File: config.mk
export PLATFORM = sky130hd
export DESIGN_NAME = hash_dispatch_scheduler
export DESIGN_NICKNAME = d
export VERILOG_FILES = /design/src/rtl/hash_dispatch_scheduler.sv
export SDC_FILE = /design/constraint.sdc
export NUM_CORES = 1
export LEC_CHECK = 0
export ABC_AREA = 0
export CAP_MARGIN = 30
export CORE_MARGIN = 2
export CORE_UTILIZATION = 45
export CTS_CLUSTER_DIAMETER = 50
export DETAILED_ROUTE_END_ITERATION = 6
export PLACE_DENSITY = 0.75
export SLEW_MARGIN = 20
export SYNTH_ARGS = -nofsm -noshare
export SYNTH_HDL_FRONTEND = slang
export SYNTH_SLANG_ARGS = --single-unit
File: constraint.sdc
create_clock -name clk -period 3.1 [get_ports clk]
set_clock_uncertainty 0.1 [all_clocks]
set_input_delay 0.465 -clock clk [delete_from_list [all_inputs] [get_ports clk]]
set_output_delay 0.465 -clock clk [all_outputs]
set_load 0.05 [all_outputs]
File: src/rtl/hash_dispatch_scheduler.sv
// Shares a bank of N_ENG hash engines across a sequential nonce search: dispatches to the
// lowest free engine, stops on the first hit, drains in-flight engines, then reports.

module hds_lane (
    input  logic         clk,
    input  logic         reset,
    input  logic         clr_i,
    input  logic         disp_i,
    input  logic [31:0]  nonce_i,
    input  logic [95:0]  block_i,
    input  logic [7:0]   target_i,
    input  logic         ready_i,
    input  logic [23:0]  hash_i,
    output logic         inflight_o,
    output logic         accept_o,
    output logic         hit_o,
    output logic [31:0]  slot_nonce_o,
    output logic [127:0] eng_block_o
);
    logic         inflight_q, inflight_d;
    logic [31:0]  slot_nonce_q;
    logic [127:0] eng_block_q;

    // A ready from an engine we did not dispatch to is stale and must be dropped.
    assign accept_o     = ready_i & inflight_q;
    assign hit_o        = accept_o & (hash_i[23:16] <= target_i) & (hash_i[15:8] <= target_i);
    assign inflight_o   = inflight_q;
    assign slot_nonce_o = slot_nonce_q;
    assign eng_block_o  = eng_block_q;

    always_comb begin
        inflight_d = inflight_q;
        if (clr_i)         inflight_d = 1'b0;
        else if (disp_i)   inflight_d = 1'b1;
        else if (accept_o) inflight_d = 1'b0;
    end

    always_ff @(posedge clk) begin
        if (reset) begin
            inflight_q   <= 1'b0;
            slot_nonce_q <= '0;
            eng_block_q  <= '0;
        end else begin
            inflight_q <= inflight_d;
            if (disp_i) begin
                slot_nonce_q <= nonce_i;
                eng_block_q  <= {nonce_i, block_i};
            end
        end
    end
endmodule

module hash_dispatch_scheduler #(
    parameter int N_ENG = 2
) (
    input  logic                  clk,
    input  logic                  reset,
    input  logic                  start,
    input  logic [7:0]            target,
    input  logic [95:0]           block,
    input  logic [31:0]           nonce_base,
    output logic                  terminado,
    output logic                  found,
    output logic [31:0]           nonce,
    output logic                  busy,
    output logic [31:0]           hash_count,
    output logic [N_ENG-1:0]      eng_init,
    output logic                  eng_valid,
    output logic [128*N_ENG-1:0]  eng_block,
    input  logic [24*N_ENG-1:0]   eng_hash,
    input  logic [N_ENG-1:0]      eng_ready
);
    typedef enum logic [1:0] {IDLE, RUN, DRAIN, DONE} state_e;

    state_e                  state_q, state_d;
    logic [7:0]              target_q;
    logic [95:0]             block_q;
    logic [31:0]             next_nonce_q;
    logic                    exhausted_q;
    logic [31:0]             hash_count_q, hash_count_d;
    logic                    found_q;
    logic [31:0]             nonce_q;
    logic [N_ENG-1:0]        eng_init_q;

    logic [N_ENG-1:0]        inflight, accept, hit, free_oh, disp_vec;
    logic [N_ENG-1:0][31:0]  slot_nonce;
    logic                    start_acc, free_any, hit_any, hit_run, disp_en;
    logic [31:0]             win_nonce;
    logic [3:0]              acc_cnt;
    logic [32:0]             count_sum;

    for (genvar g = 0; g < N_ENG; g++) begin : g_lane
        hds_lane u_lane (
            .clk          (clk),
            .reset        (reset),
            .clr_i        (start_acc),
            .disp_i       (disp_vec[g]),
            .nonce_i      (next_nonce_q),
            .block_i      (block_q),
            .target_i     (target_q),
            .ready_i      (eng_ready[g]),
            .hash_i       (eng_hash[24*g +: 24]),
            .inflight_o   (inflight[g]),
            .accept_o     (accept[g]),
            .hit_o        (hit[g]),
            .slot_nonce_o (slot_nonce[g]),
            .eng_block_o  (eng_block[128*g +: 128])
        );
    end

    // Scan high-to-low so the lowest index ends up winning both free pick and hit pick.
    always_comb begin
        free_any  = 1'b0;
        free_oh   = '0;
        hit_any   = 1'b0;
        win_nonce = '0;
        acc_cnt   = '0;
        for (int i = N_ENG - 1; i >= 0; i--) begin
            if (!inflight[i]) begin
                free_any   = 1'b1;
                free_oh    = '0;
                free_oh[i] = 1'b1;
            end
            if (hit[i]) begin
                hit_any   = 1'b1;
                win_nonce = slot_nonce[i];
            end
            acc_cnt = acc_cnt + 4'(accept[i]);
        end
    end

    always_comb begin
        start_acc    = (state_q == IDLE) && start;
        hit_run      = (state_q == RUN) && hit_any;
        disp_en      = (state_q == RUN) && !hit_any && free_any && !exhausted_q;
        disp_vec     = disp_en ? free_oh : '0;
        count_sum    = {1'b0, hash_count_q} + 33'(acc_cnt);
        hash_count_d = count_sum[32] ? 32'hFFFF_FFFF : count_sum[31:0];
    end

    always_ff @(posedge clk) begin
        if (reset) state_q <= IDLE;
        else       state_q <= state_d;
    end

    always_comb begin
        state_d = state_q;
        case (state_q)
            IDLE:    if (start) state_d = RUN;
            RUN:     if (hit_any || (exhausted_q && inflight == '0)) state_d = DRAIN;
            DRAIN:   if (inflight == '0) state_d = DONE;
            DONE:    state_d = IDLE;
            default: state_d = IDLE;
        endcase
    end

    always_comb begin
        busy      = (state_q != IDLE);
        terminado = (state_q == DONE);
        eng_valid = busy;
    end

    always_ff @(posedge clk) begin
        if (reset) begin
            target_q     <= '0;
            block_q      <= '0;
            next_nonce_q <= '0;
            exhausted_q  <= 1'b0;
            hash_count_q <= '0;
            found_q      <= 1'b0;
            nonce_q      <= '0;
            eng_init_q   <= '0;
        end else begin
            eng_init_q <= disp_vec;
            if (start_acc) begin
                target_q     <= target;
                block_q      <= block;
                next_nonce_q <= nonce_base;
                exhausted_q  <= 1'b0;
                hash_count_q <= '0;
                found_q      <= 1'b0;
                nonce_q      <= '0;
            end else begin
                hash_count_q <= hash_count_d;
                if (disp_en) begin
                    next_nonce_q <= next_nonce_q + 32'd1;
                    if (next_nonce_q == 32'hFFFF_FFFF) exhausted_q <= 1'b1;
                end
                if (hit_run) begin
                    found_q <= 1'b1;
                    nonce_q <= {win_nonce[7:0], win_nonce[15:8], win_nonce[23:16], win_nonce[31:24]};
                end
            end
        end
    end

    assign found      = found_q;
    assign nonce      = nonce_q;
    assign hash_count = hash_count_q;
    assign eng_init   = eng_init_q;
endmodule
* Word level (Yosys, flattened, before mapping) *
Cells that the tools add are included.

operators by class
  add/sub/neg operators = 3
  order comparisons = 4
  equal/unequal tests = 7
  muxes and demuxes = 20
  bitwise operators = 6
  reductions and logical operators = 18

operator list
  cell                   number
  $mux 32                5
  $add 32x2->33          1
  $add 32x1->32 const B  1
  $eq 32x32->1 const B   1
  $le 8x8->1             4
  $mux 2                 6
  $mux 1                 8
  $pmux 2 s4             1
  $reduce_bool 2->1      4
  $and 1x1->1            6
  $logic_and 1x1->1      6
  $eq 2x2->1 const B     2
  $logic_not 2->1        2
  $ne 2x2->1 const B     2
  $reduce_and 3->1       1
  $add 1x1->2            1
  $eq 2x1->1 const B     1
  $logic_not 1->1        2
  $ne 2x1->1 const B     1
  $reduce_and 2->1       1
  $reduce_or 2->1        1
  $logic_or 1x1->1       1

word-level totals
  bits in registers = 528
  input port bits = 189
  logic and storage cells = 73

* Logic depth before layout (Yosys ltp) *
  word-level depth = 11
  depth in mapped cells = 11
  depth with buffers taken out = 11

* Cells and area by module *
From an unflattened synthesis, not the netlist that was laid out.

unflattened totals
  cells, all modules = 2,011
  area, all modules = 18,681.7 sq um

modules (own cells, without submodules)
  module                   instances  cells each  area each (sq um)  sequential area each (sq um)
  hds_lane                 2          499         5,161.2            2,582.5
  hash_dispatch_scheduler  1          1,013       8,359.3            4,124.0

* Worst setup path after synthesis *
OpenSTA, ideal clock, no wires.

  path type = register to register
  from = register hash_count_q[0] (netlist: hash_count[0])
  to = register hash_count_q[10] (netlist: hash_count[10])
  library setup time = 0.070 ns
  arrival time = 2.788 ns
  setup slack = 0.142 ns
  stages on the path, launching flop included = 12
  buffers on the path = 1
  clock period less this slack = 2.958 ns
  cell sequence = dfxtp_1 > inv_1 > fa_1 > inv_1 > ha_1 > nand2_1 > nor2_1 > and4_1 > nor2b_1 > nand2_1 > clkbuf_1 > a21oi_1

between the ends
  longest elaborated chain between the ends = 2

RTL lines
  what                    RTL line  text
  start, declared         80        logic [31:0] hash_count_q, hash_count_d;
  start signal, assigned  184       hash_count_q <= hash_count_d;
  $add 32x2->33           137       count_sum = {1'b0, hash_count_q} + 33'(acc_cnt);
  $mux 32                 138       hash_count_d = count_sum[32] ? 32'hFFFF_FFFF : count_sum[31:0];

Every way passes these cells.
A chain may end at the register's enable or synchronous reset.

* Worst setup path after layout *
  from = register state_q[0]
  to = output eng_valid

between the ends
  longest elaborated chain between the ends = 1

RTL lines
  what                    RTL line  text
  start, declared         75        state_e state_q, state_d;
  start signal, assigned  143       else state_q <= state_d;
  $reduce_bool 2->1       158       busy = (state_q != IDLE);
  end, declared           68        output logic eng_valid,

Every way passes these cells.

==> metrics <==
run status complete, but fails checks; failing checks design-rule violations; CTS resizes 0; Post-CTS Setup Bufs 0; vias in the first global route 17040; fin area 26000 sq um; CTS tree done; Hold Vio Cnt, Final 0; layout cell share with drive strength beyond 1 0.0709; Leak 0.00923 uW; met1 WL 23000 um; starting DRC count in detailed routing 966; Tcrit/Tclk final 0.949; clock latency on the worst-skew pair 0.60 ns; dpl cell area 24200 sq um; count leader, synth nand2_1; Async S/R FF share, synth 0; Crit Path Max Fanout 4; Post-synth top flop dfxtp_1; Max VDD drop 0.531 mV; Crit path largest cell delay 0.84 ns; max-slew violations 0; grt ovf 0; cell mode on critical path inv_1; Initial DRT Pass Iterations 7; Period minus WS final 2.94 ns; Post-synth EDFFs 0; Post-Syn Area per Cell 8.05 sq um; CP Class reg2out; Synth Area in Adders 0.0281; slew of the pin with the lowest slew margin 0.967 ns; Num CTS Buffers 50; Seq cells post-synth 464; global-route wire length before repair 92800 um; Crit. End Element output port; Area contributors post-synth dfxtp_1, nand2_1, a21oi_1, clkbuf_1, ha_1; pre-CTS WS -0.235 ns; DRC 4; gr usage total 0.279; crit path buf inv count 3; Distinct cells, synth 46; clock buffer depth 3; WP data arrival 2.38 ns; routed via count 17811; post-layout util 0.654; largest area contributor in the netlist dfxtp_1; Synth top area share 0.513; WL final 60400 um; post-synthesis mux area share 0.0216; Met2 Wirelength 28500 um; xor-xnor portion of the synthesized cell area 0.0174; H-Tree Depth 2; die height 205 um; highest metal layer with signal wires met5; synth cell count leaders nand2_1, dfxtp_1, a21oi_1; sequential-to-total area share from yosys stat 0.513; YS warnings 0; WL met3 5480 um; CTS Hold Bufs 0; Root Buffer clkbuf_16; antenna violations before repair 5; Core ar. 39700 sq um; vias per std cell 5.41; Final Wtd Congestion 0.917; Synth Area in Compound Gates 0.175; port bufs 498; DP Wirelength 42400 um; fin nets 2955; largest family of logic cells by synthesized area simple AND/OR/NAND/NOR gates; Post-Synthesis Cells 2248; row cnt 73; syn nets 2477; Area Growth Syn to Fin 43.6%; Post-Synth Simple-Gate Area 0.204; WP data required 2.53 ns; setup ws final 0.157 ns; Fill cells 3198; Mapped Area 18100 sq um; # setup viols final 0; drt wl/cell 18.3 um; Fmax achieved 0.340 GHz; die width 205 um; Critical Path Start Type register; clk slew on worst S/H paths 0.06 ns; Ports 515; Pwr Density 694 nW/um^2; Setup TNS 0 ns; die area 41800 sq um; critical path's top delay family buffers and inverters; worst hold path type in2reg; max cap viols 0; RSZ-0062 raised after global routing false; Slew HR 0.355; slowest CP cell clkdlybuf4s50_1; critical path, cell by cell inv_1, ha_1, inv_1, clkdlybuf4s50_1; Initial Utilization 0.455; clk sink count 464; largest net degree at the start of global routing 200; ANT nets after route 0
[cell families after synthesis]
kind of cell             Yosys count
AND/OR/NAND/NOR                  899
adder cells (fa/ha/maj)           40
XOR/XNOR                          36
flip-flops                       464
buffers and inverters            190
AO/OA/AOI/OAI                    580
multiplexers                      39
[layout make-up]
cell class                 count  area, sq um  share of cell area
antenna                        3         7.51            0.000289
clock buffer                  69         1440              0.0555
clock inverter                23          303              0.0116
inverter                      24         90.1             0.00347
multi-input combinational   1594         8150               0.313
sequential                   464         9290               0.357
tap                          525          657              0.0253
timing repair buffer         592         6060               0.233
[per-stage QoR]
step	cells	power [uW]	hold slack [ns]
floorplan	2248	9830	0.336
global placement	3199	11800	0.342
detailed placement	3199	11900	0.345
CTS	3291	18100	0.147
global route	3294	18800	0.170
finish	3294	18000	0.175
[power breakdown]
part	switching [uW]	internal, uW	total (uW)
sequential	543	6550	7090
combinational	3070	1660	4730
clock	2570	3640	6220
total	6190	11800	18000
[layout by cell type, fill, tap and decap left out, types with 12 or more instances in the layout]
master           netlist  layout
nand2_1              757     754
clkdlybuf4s50_1        0     497
dfxtp_1              464     464
a21oi_1              447     447
buf_4                  2      65
clkbuf_16              0      50
a211oi_1              43      41
mux2i_1               39      39
ha_1                  39      39
o21ai_0               37      37
buf_12                 0      29
nand4_1               28      28
nand3_1               25      25
inv_1                 24      24
xnor2_1               22      22
nor2_1                20      20
and3_1                17      17
a31oi_1               16      16
xor2_1                14      14
clkbuf_8               0      12
[state kept, by name, summed over array words and instances, names as in the netlist]
signal / count
block_q: 96
eng_init: 2
exhausted_q: 1
found: 1
g_lane.u_lane.eng_block_o: 256
g_lane.u_lane.inflight_o: 2
hash_count: 32
next_nonce_q: 32
nonce: 32
state_q: 2
target_q: 8
[path summary, 6_finish.rpt]
check / slack, ns / from / cells after the start / end
setup / recovery: 0.16 / state_q[0] / 4 / eng_valid
hold / removal: 0.18 / reset / 2 / g_lane[0].u_lane.eng_block_o[122]
setup reg to reg: 0.21 / target_q[1] / 13 / nonce[29]
hold reg to reg: 0.35 / g_lane[1].u_lane.eng_block_o[88] / 2 / g_lane[1].u_lane.eng_block_o[88]
[metal layers]
metal / up-vias / track usage
met3: 190 / 0.0921
li1: 8557 / -
met4: 4 / 0.150
met2: 705 / 0.462
met1: 8355 / 0.319
met5: - / 0
Note: power is estimated with default switching activity, not from simulation.
